### src/rtl/outer_loop_pkg.sv
// outer_loop_pkg: shared state encoding and default width for the outer-loop sequencer
package outer_loop_pkg;
  localparam int OUTER_WIDTH = 8;
  typedef enum logic [2:0] {IDLE, LOAD, LAUNCH, WAIT, STEP, FINISH} outer_state_t;
endpackage

### src/rtl/outer_loop_ctrl_if.sv
// outer_loop_ctrl_if: command, inner-engine and counter-chain signals of the outer-loop sequencer
interface outer_loop_ctrl_if
  import outer_loop_pkg::*;
#(
  parameter int WIDTH = OUTER_WIDTH
);
  logic             start;
  logic [WIDTH-1:0] load_val;
  logic             inner_done;
  logic             hold;
  logic             abort;
  logic             ld;
  logic             step;
  logic             inner_go;
  logic             busy;
  logic             done;
  logic [WIDTH-1:0] count;
  modport master (output start, load_val, inner_done, hold, abort,
                  input ld, step, inner_go, busy, done, count);
  modport slave (input start, load_val, inner_done, hold, abort,
                 output ld, step, inner_go, busy, done, count);
endinterface

### src/rtl/outer_down_counter.sv
// outer_down_counter: loadable down counter shadowing the outer ripple chain
module outer_down_counter
  import outer_loop_pkg::*;
#(
  parameter int WIDTH = OUTER_WIDTH
) (
  input  logic             MasterClock,
  input  logic             RESETL,
  input  logic             load,
  input  logic             dec,
  input  logic [WIDTH-1:0] d,
  output logic [WIDTH-1:0] count,
  output logic             is_one
);
  // load wins over decrement; decrement wraps so a load of 0 yields 2^WIDTH passes
  always_ff @(posedge MasterClock)
    if (!RESETL) count <= '0;
    else if (load) count <= d;
    else if (dec) count <= count - WIDTH'(1);
  assign is_one = count == WIDTH'(1);
endmodule

### src/rtl/outer_loop_ctrl.sv
// outer_loop_ctrl: sequences load, inner-pass launches and steps of the blitter outer counter
module outer_loop_ctrl
  import outer_loop_pkg::*;
#(
  parameter int WIDTH = OUTER_WIDTH
) (
  input logic              MasterClock,
  input logic              RESETL,
  outer_loop_ctrl_if.slave bus
);
  outer_state_t     state, nxt;
  logic             is_one;
  logic [WIDTH-1:0] cnt;
  outer_down_counter #(.WIDTH(WIDTH)) u_cnt (
    .MasterClock(MasterClock),
    .RESETL(RESETL),
    .load(state == IDLE && bus.start),
    .dec((state == STEP || state == FINISH) && !bus.abort),
    .d(bus.load_val),
    .count(cnt),
    .is_one(is_one)
  );
  // state register
  always_ff @(posedge MasterClock)
    if (!RESETL) state <= IDLE;
    else state <= nxt;
  // next state; abort drops any active sequence back to IDLE ahead of all other events
  always_comb begin
    nxt = state;
    if (bus.abort && state != IDLE) nxt = IDLE;
    else
      case (state)
        IDLE:    nxt = bus.start ? LOAD : IDLE;
        LOAD:    nxt = LAUNCH;
        LAUNCH:  nxt = bus.hold ? LAUNCH : WAIT;
        WAIT:    nxt = !bus.inner_done ? WAIT : is_one ? FINISH : STEP;
        STEP:    nxt = LAUNCH;
        FINISH:  nxt = IDLE;
        default: nxt = IDLE;
      endcase
  end
  assign bus.ld       = state == LOAD;
  assign bus.inner_go = state == LAUNCH && !bus.hold;
  assign bus.step     = state == STEP || state == FINISH;
  assign bus.done     = state == FINISH;
  assign bus.busy     = state != IDLE;
  assign bus.count    = cnt;
endmodule

### src/flat_wrapper.sv
// flat-port wrapper written by rule: the top's interface ports become plain ports
module outer_loop_ctrl_flat import outer_loop_pkg::*;
#(
  parameter int WIDTH = OUTER_WIDTH
)
  (MasterClock, RESETL, bus_start, bus_load_val, bus_inner_done, bus_hold, bus_abort, bus_ld, bus_step, bus_inner_go, bus_busy, bus_done, bus_count);
  outer_loop_ctrl_if #(.WIDTH(WIDTH)) bus_i ();
  input logic MasterClock;
  input logic RESETL;
  input wire logic [$bits(bus_i.start)-1:0] bus_start;
  input wire logic [$bits(bus_i.load_val)-1:0] bus_load_val;
  input wire logic [$bits(bus_i.inner_done)-1:0] bus_inner_done;
  input wire logic [$bits(bus_i.hold)-1:0] bus_hold;
  input wire logic [$bits(bus_i.abort)-1:0] bus_abort;
  output wire logic [$bits(bus_i.ld)-1:0] bus_ld;
  output wire logic [$bits(bus_i.step)-1:0] bus_step;
  output wire logic [$bits(bus_i.inner_go)-1:0] bus_inner_go;
  output wire logic [$bits(bus_i.busy)-1:0] bus_busy;
  output wire logic [$bits(bus_i.done)-1:0] bus_done;
  output wire logic [$bits(bus_i.count)-1:0] bus_count;
  assign bus_i.start = bus_start;
  assign bus_i.load_val = bus_load_val;
  assign bus_i.inner_done = bus_inner_done;
  assign bus_i.hold = bus_hold;
  assign bus_i.abort = bus_abort;
  assign bus_ld = bus_i.ld;
  assign bus_step = bus_i.step;
  assign bus_inner_go = bus_i.inner_go;
  assign bus_busy = bus_i.busy;
  assign bus_done = bus_i.done;
  assign bus_count = bus_i.count;
  outer_loop_ctrl #(.WIDTH(WIDTH)) u_core (.MasterClock(MasterClock), .RESETL(RESETL), .bus(bus_i));
endmodule
### config.mk
export PLATFORM = sky130hd
export DESIGN_NAME = outer_loop_ctrl_flat
export DESIGN_NICKNAME = d
export VERILOG_FILES = /design/src/rtl/outer_loop_pkg.sv /design/src/rtl/outer_loop_ctrl_if.sv /design/src/rtl/outer_down_counter.sv /design/src/rtl/outer_loop_ctrl.sv /design/src/flat_wrapper.sv
export SDC_FILE = /design/constraint.sdc
export NUM_CORES = 1
export LEC_CHECK = 0
export ABC_AREA = 1
export CAP_MARGIN = 10
export CORE_ASPECT_RATIO = 1.2
export CORE_UTILIZATION = 42
export CTS_CLUSTER_DIAMETER = 40
export DETAILED_ROUTE_END_ITERATION = 8
export PLACE_DENSITY = 0.82
export SLEW_MARGIN = 20
export SYNTH_ARGS = -nofsm -noshare
export SYNTH_HDL_FRONTEND = slang
export SYNTH_SLANG_ARGS = --single-unit
### constraint.sdc
create_clock -name MasterClock -period 1.76 [get_ports MasterClock]
set_input_delay 0.352 -clock MasterClock [delete_from_list [all_inputs] [get_ports MasterClock]]
set_output_delay 0.352 -clock MasterClock [all_outputs]
set_load 0.05 [all_outputs]
After elaboration in Yosys (flattened, before gate mapping)
Cells that the tools add are included.

word-level totals
  register bits = 11
  bits of input ports = 14

cells by class
  $add $sub $neg = 1
  equality and inequality tests = 6
  multiplexer cells = 7
  bitwise operators = 1
  reduce and logical (&&, ||, !) cells = 12

operator list
  cell                 number
  $mux 8               2
  $pmux 3 s4           1
  $eq 8x1->1 const B   1
  $sub 8x1->8 const B  1
  $eq 3x2->1 const B   2
  $eq 3x3->1 const B   2
  $logic_and 1x1->1    4
  $reduce_or 2->1      2
  $eq 3x1->1 const B   1
  $logic_not 3->1      1
  $mux 1               3
  $mux 3               1
  $reduce_bool 3->1    1
  $logic_not 1->1      2
  $reduce_bool 2->1    1
  $logic_or 1x1->1     1
  $not 1->1            1

Longest topological paths before layout
  word-level depth = 5
  depth in mapped cells = 9

Modules after synthesis
A second synthesis with hierarchy kept.

second synthesis, totals
  cells, all modules = 118
  area, all modules = 784.5 sq um

by module, submodules not included
  module              times used  cells each  area an instance (sq um)
  outer_down_counter  1           81          545.5
  outer_loop_ctrl     1           37          239.0

Worst setup path before layout
OpenSTA, ideal clock, no wires.

  path type = register -> output
  from = register u_core.state[0]
  to = output port bus_done
  data arrival time = 1.537 ns
  data required time = 1.408 ns
  slack = -0.129 ns
  stages on the path, launching flop included = 3
  path buffers = 0
  cells stage by stage = dfxtp_1 > inv_1 > nor3_1

between the ends
  word-level cells in the longest chain between the ends = 1

RTL lines
  element                 line                   RTL
  from (decl)             outer_loop_ctrl.sv:11  outer_state_t state, nxt;
  from (signal assigned)  outer_loop_ctrl.sv:26  else state <= nxt;
  $eq 3x3->1              outer_loop_ctrl.sv:45  assign bus.done = state == FINISH;
  to (decl)               flat_wrapper.sv:19     output wire logic [$bits(bus_i.done)-1:0] bus_done;

No other way between the ends.

Worst setup path after layout
Same ends and word-level chain as after synthesis.

==> flow_summary.yaml <==
drt:
  drcViolationCount: 0
  drt_iter0_drc: 11
  firstDrtPassIters: 4
  vias_per_cell: 5.00
  wire_per_inst_um: 10.6
  routed_wl_um: 1690
  vias: 800
  drtAntennaViolNets: 0
yosys:
  seq_area_frac_synth_pct: 30.1
  netlist_instances: 113
  syn_area_per_cell_sq_um: 6.47
  synthTopCellsByArea: "dfxtp_1 (30%), nand2_1 (14%), inv_1 (9.2%)"
  synth_top_area_share_pct: 30.1
  synth_fp_nets: 129
  ys_types: 22
  ys_warn_count: 0
  synth_top_cell_by_area: "dfxtp_1"
  synth_seq_cells: 11
  syn-cell-area_sq_um: 731
setup_path:
  end_kind: "primary output"
  crit_chain: "inv_1, nor3_2, buf_12"
  worstSetupPathDepth: 3
  critical_path.startpoint: "u_core.state[0]$_SDFF_PP0_"
  max_stage_delay_ns: 0.43
  startpoint_type: "flop"
  reg2reg_depth: 9
  worstPathRequired_ns: 1.41
  cp.arrival_ns: 1.24
  endpoint: "bus_done"
  critPathBufInv: 2
  crit_slowest_cell: "dfxtp_1"
  criticalPathCategory: "flop to primary output"
  r2r_end: "u_core.u_cnt.count[6]$_SDFFE_PN0P_"
  critPathTopFamily: "flip-flops"
  reg2reg_from: "u_core.u_cnt.count[0]$_SDFFE_PN0P_"
  worstPathMaxFanout: 4
  r2r_slack_ns: 0.47
sta:
  fin_crit_sh_pct: 90.4
  tns_ns: 0
  skew_ns: 0.00343
  final.setup.worst_slack_ns: 0.168
  min_period_ns: 1.59
  slew_headroom_pct: 78.7
  finalMaxSlewViolations: 0
  finalHoldViolCount: 0
  setup_viol: 0
  tightest_slew_ns: 0.320
  rsz0062_at_grt: "false"
  fmax_ghz: 0.628
placement:
  numPortBuffers: 26
  post-dp-hpwl_um: 1360
  dpl_worst_slack_ns: 0.179
  globalplace.congestion: 0.897
global_routing:
  grt_pass1_wl_um: 2860
  grt.total_usage_pct: 21.7
  grt_max_degree: 16
  grt_overflow: 0
  antenna_found_initial: 0
  grt_pass1_vias: 719
run:
  cap_violations: 0
cells_and_area:
  drive_above_1_share_pct: 19.7
  regArea_sq_um: 220
  antenna_cells: 0
  layout_common_cells: "nand2_1 (27), inv_1 (18), clkdlybuf4s50_1 (13)"
  multi_input_area_sq_um: 434
  num-nets-final: 159
  nFillCells: 155
  final_common_cell: "nand2_1"
  syn2layout_area_growth_pct: 46.2
floorplan:
  die_w_um: 40.1
  dieArea_sq_um: 1910
  die_y_um: 47.7
  ioPinCount: 27
  fp.coreArea_sq_um: 1620
  initial_core_util_pct: 45.1
  num_rows: 16
power_and_ir_drop:
  swShare_pct: 44.2
  power_frac_clock_pct: 18.6
  p_leak_nw: 0.513
  p_int_w: 0.000547
  p_switching_w: 0.000433
  powerDensity_nw_per_um2: 916
  ir_worst_vdd_mv: 0.544
  pwr-share-comb_pct: 48.6
  p_seq_share_pct: 32.9
clock_network:
  post_cts_resized: 0
  ctsHoldBuffers: 0
  cts-root-buf: "clkbuf_4"
  cts_tree: "done"
  clk_pin_slew_ns: 0.07
  max-clock-path-buffers: 2
  post_cts_buffers: 0
  clock-sinks: 11
  numCtsBuffers: 3
  h-tree-depth: 1
  clkLatencyLatePin_ns: 0.28
outcome:
  outcome: "completed"
min_path:
  min_path_type: "flop to flop"
per-layer routing:
layer | wire length, um | vias up | global-route usage (%)
li1 | - | 421 | -
met1 | 692 | 350 | 24.0
met2 | 880 | 26 | 40.6
met3 | 89 | 3 | 2.79
met4 | 27 | 0 | 8.28
met5 | 0 | - | 0
cells in the mapped netlist:
cell / count
nand2_1: 27
inv_1: 18
dfxtp_1: 11
nand3_1: 11
nor2_1: 11
o21ai_1: 6
a31oi_1: 4
o21ai_0: 4
a21oi_1: 3
nor3_1: 3
ha_1: 2
inv_2: 2
nand3_2: 2
a21oi_2: 1
buf_6: 1
nand2_2: 1
nand2_4: 1
nand3_4: 1
nor2_2: 1
nor2_4: 1
or2_0: 1
xor2_1: 1
state kept, by name, summed over array words and instances (netlist names):
name / cells
u_core.state: 3
u_core.u_cnt.count: 8
power groups by stage:
| stage | clock, W | sequential (W) | combinational [W] |
|---|---|---|---|
| floorplan | 0 | 0.000404 | 0.000247 |
| global placement | 0 | 0.000325 | 0.000468 |
| detailed placement | 0 | 0.000327 | 0.000476 |
| CTS | 0.000185 | 0.000321 | 0.000478 |
| global route | 0.000192 | 0.000328 | 0.000522 |
| finish | 0.000182 | 0.000322 | 0.000476 |
final cells by class:
cell class,count,area share [%]
multi-input cells,81,40.6
repair buffers,26,27.2
flip-flops and latches,11,20.6
inverters,20,7.03
clock buffers,4,2.46
well taps,18,2.11
per-stage QoR:
step	cells	cell area, sq um	power [W]	hold slack (ns)	util [%]
after global routing	160	1070	0.00104	0.546	65.9
after floorplan	113	741	0.000651	0.478	-
after global placement	156	1040	0.000793	0.487	64.3
final	160	1070	0.000979	0.507	65.9
after CTS	160	1070	0.000984	0.507	65.9
after detailed placement	156	1040	0.000803	0.490	64.3
worst register-to-register path, cell delays in order (launching register included):
cell and delay, ns:
dfxtp_1 0.36, inv_1 0.10, ha_1 0.19, inv_1 0.05, nor2_1 0.13, nand3_1 0.09, nand2_1 0.08, nand3_2 0.07
nand2_1 0.06, a21oi_1 0.05
how the worst min path moves through the flow:
stage / from / to / cells past startpoint
after floorplan: RESETL / u_core.u_cnt.count[3]$_SDFFE_PN0P_ / 2
after global placement: u_core.u_cnt.count[6]$_SDFFE_PN0P_ / u_core.u_cnt.count[6]$_SDFFE_PN0P_ / 2
after detailed placement: u_core.u_cnt.count[6]$_SDFFE_PN0P_ / u_core.u_cnt.count[6]$_SDFFE_PN0P_ / 2
after CTS: u_core.u_cnt.count[6]$_SDFFE_PN0P_ / u_core.u_cnt.count[6]$_SDFFE_PN0P_ / 2
after global routing: u_core.u_cnt.count[7]$_SDFFE_PN0P_ / u_core.u_cnt.count[7]$_SDFFE_PN0P_ / 2
final: u_core.u_cnt.count[6]$_SDFFE_PN0P_ / u_core.u_cnt.count[6]$_SDFFE_PN0P_ / 2
cells by family (layout without fill, tap and decap cells):
kind of cell | after synthesis | after routing | share of synthesized area, %
compound gates | 18 | 18 | 13.5
xor+xnor | 1 | 1 | 1.20
fa+ha+maj | 2 | 2 | 3.42
buf+inv | 21 | 50 | 11.8
flops | 11 | 11 | 30.1
simple gates | 60 | 60 | 39.9
Note: power is estimated with default switching activity, not from simulation.
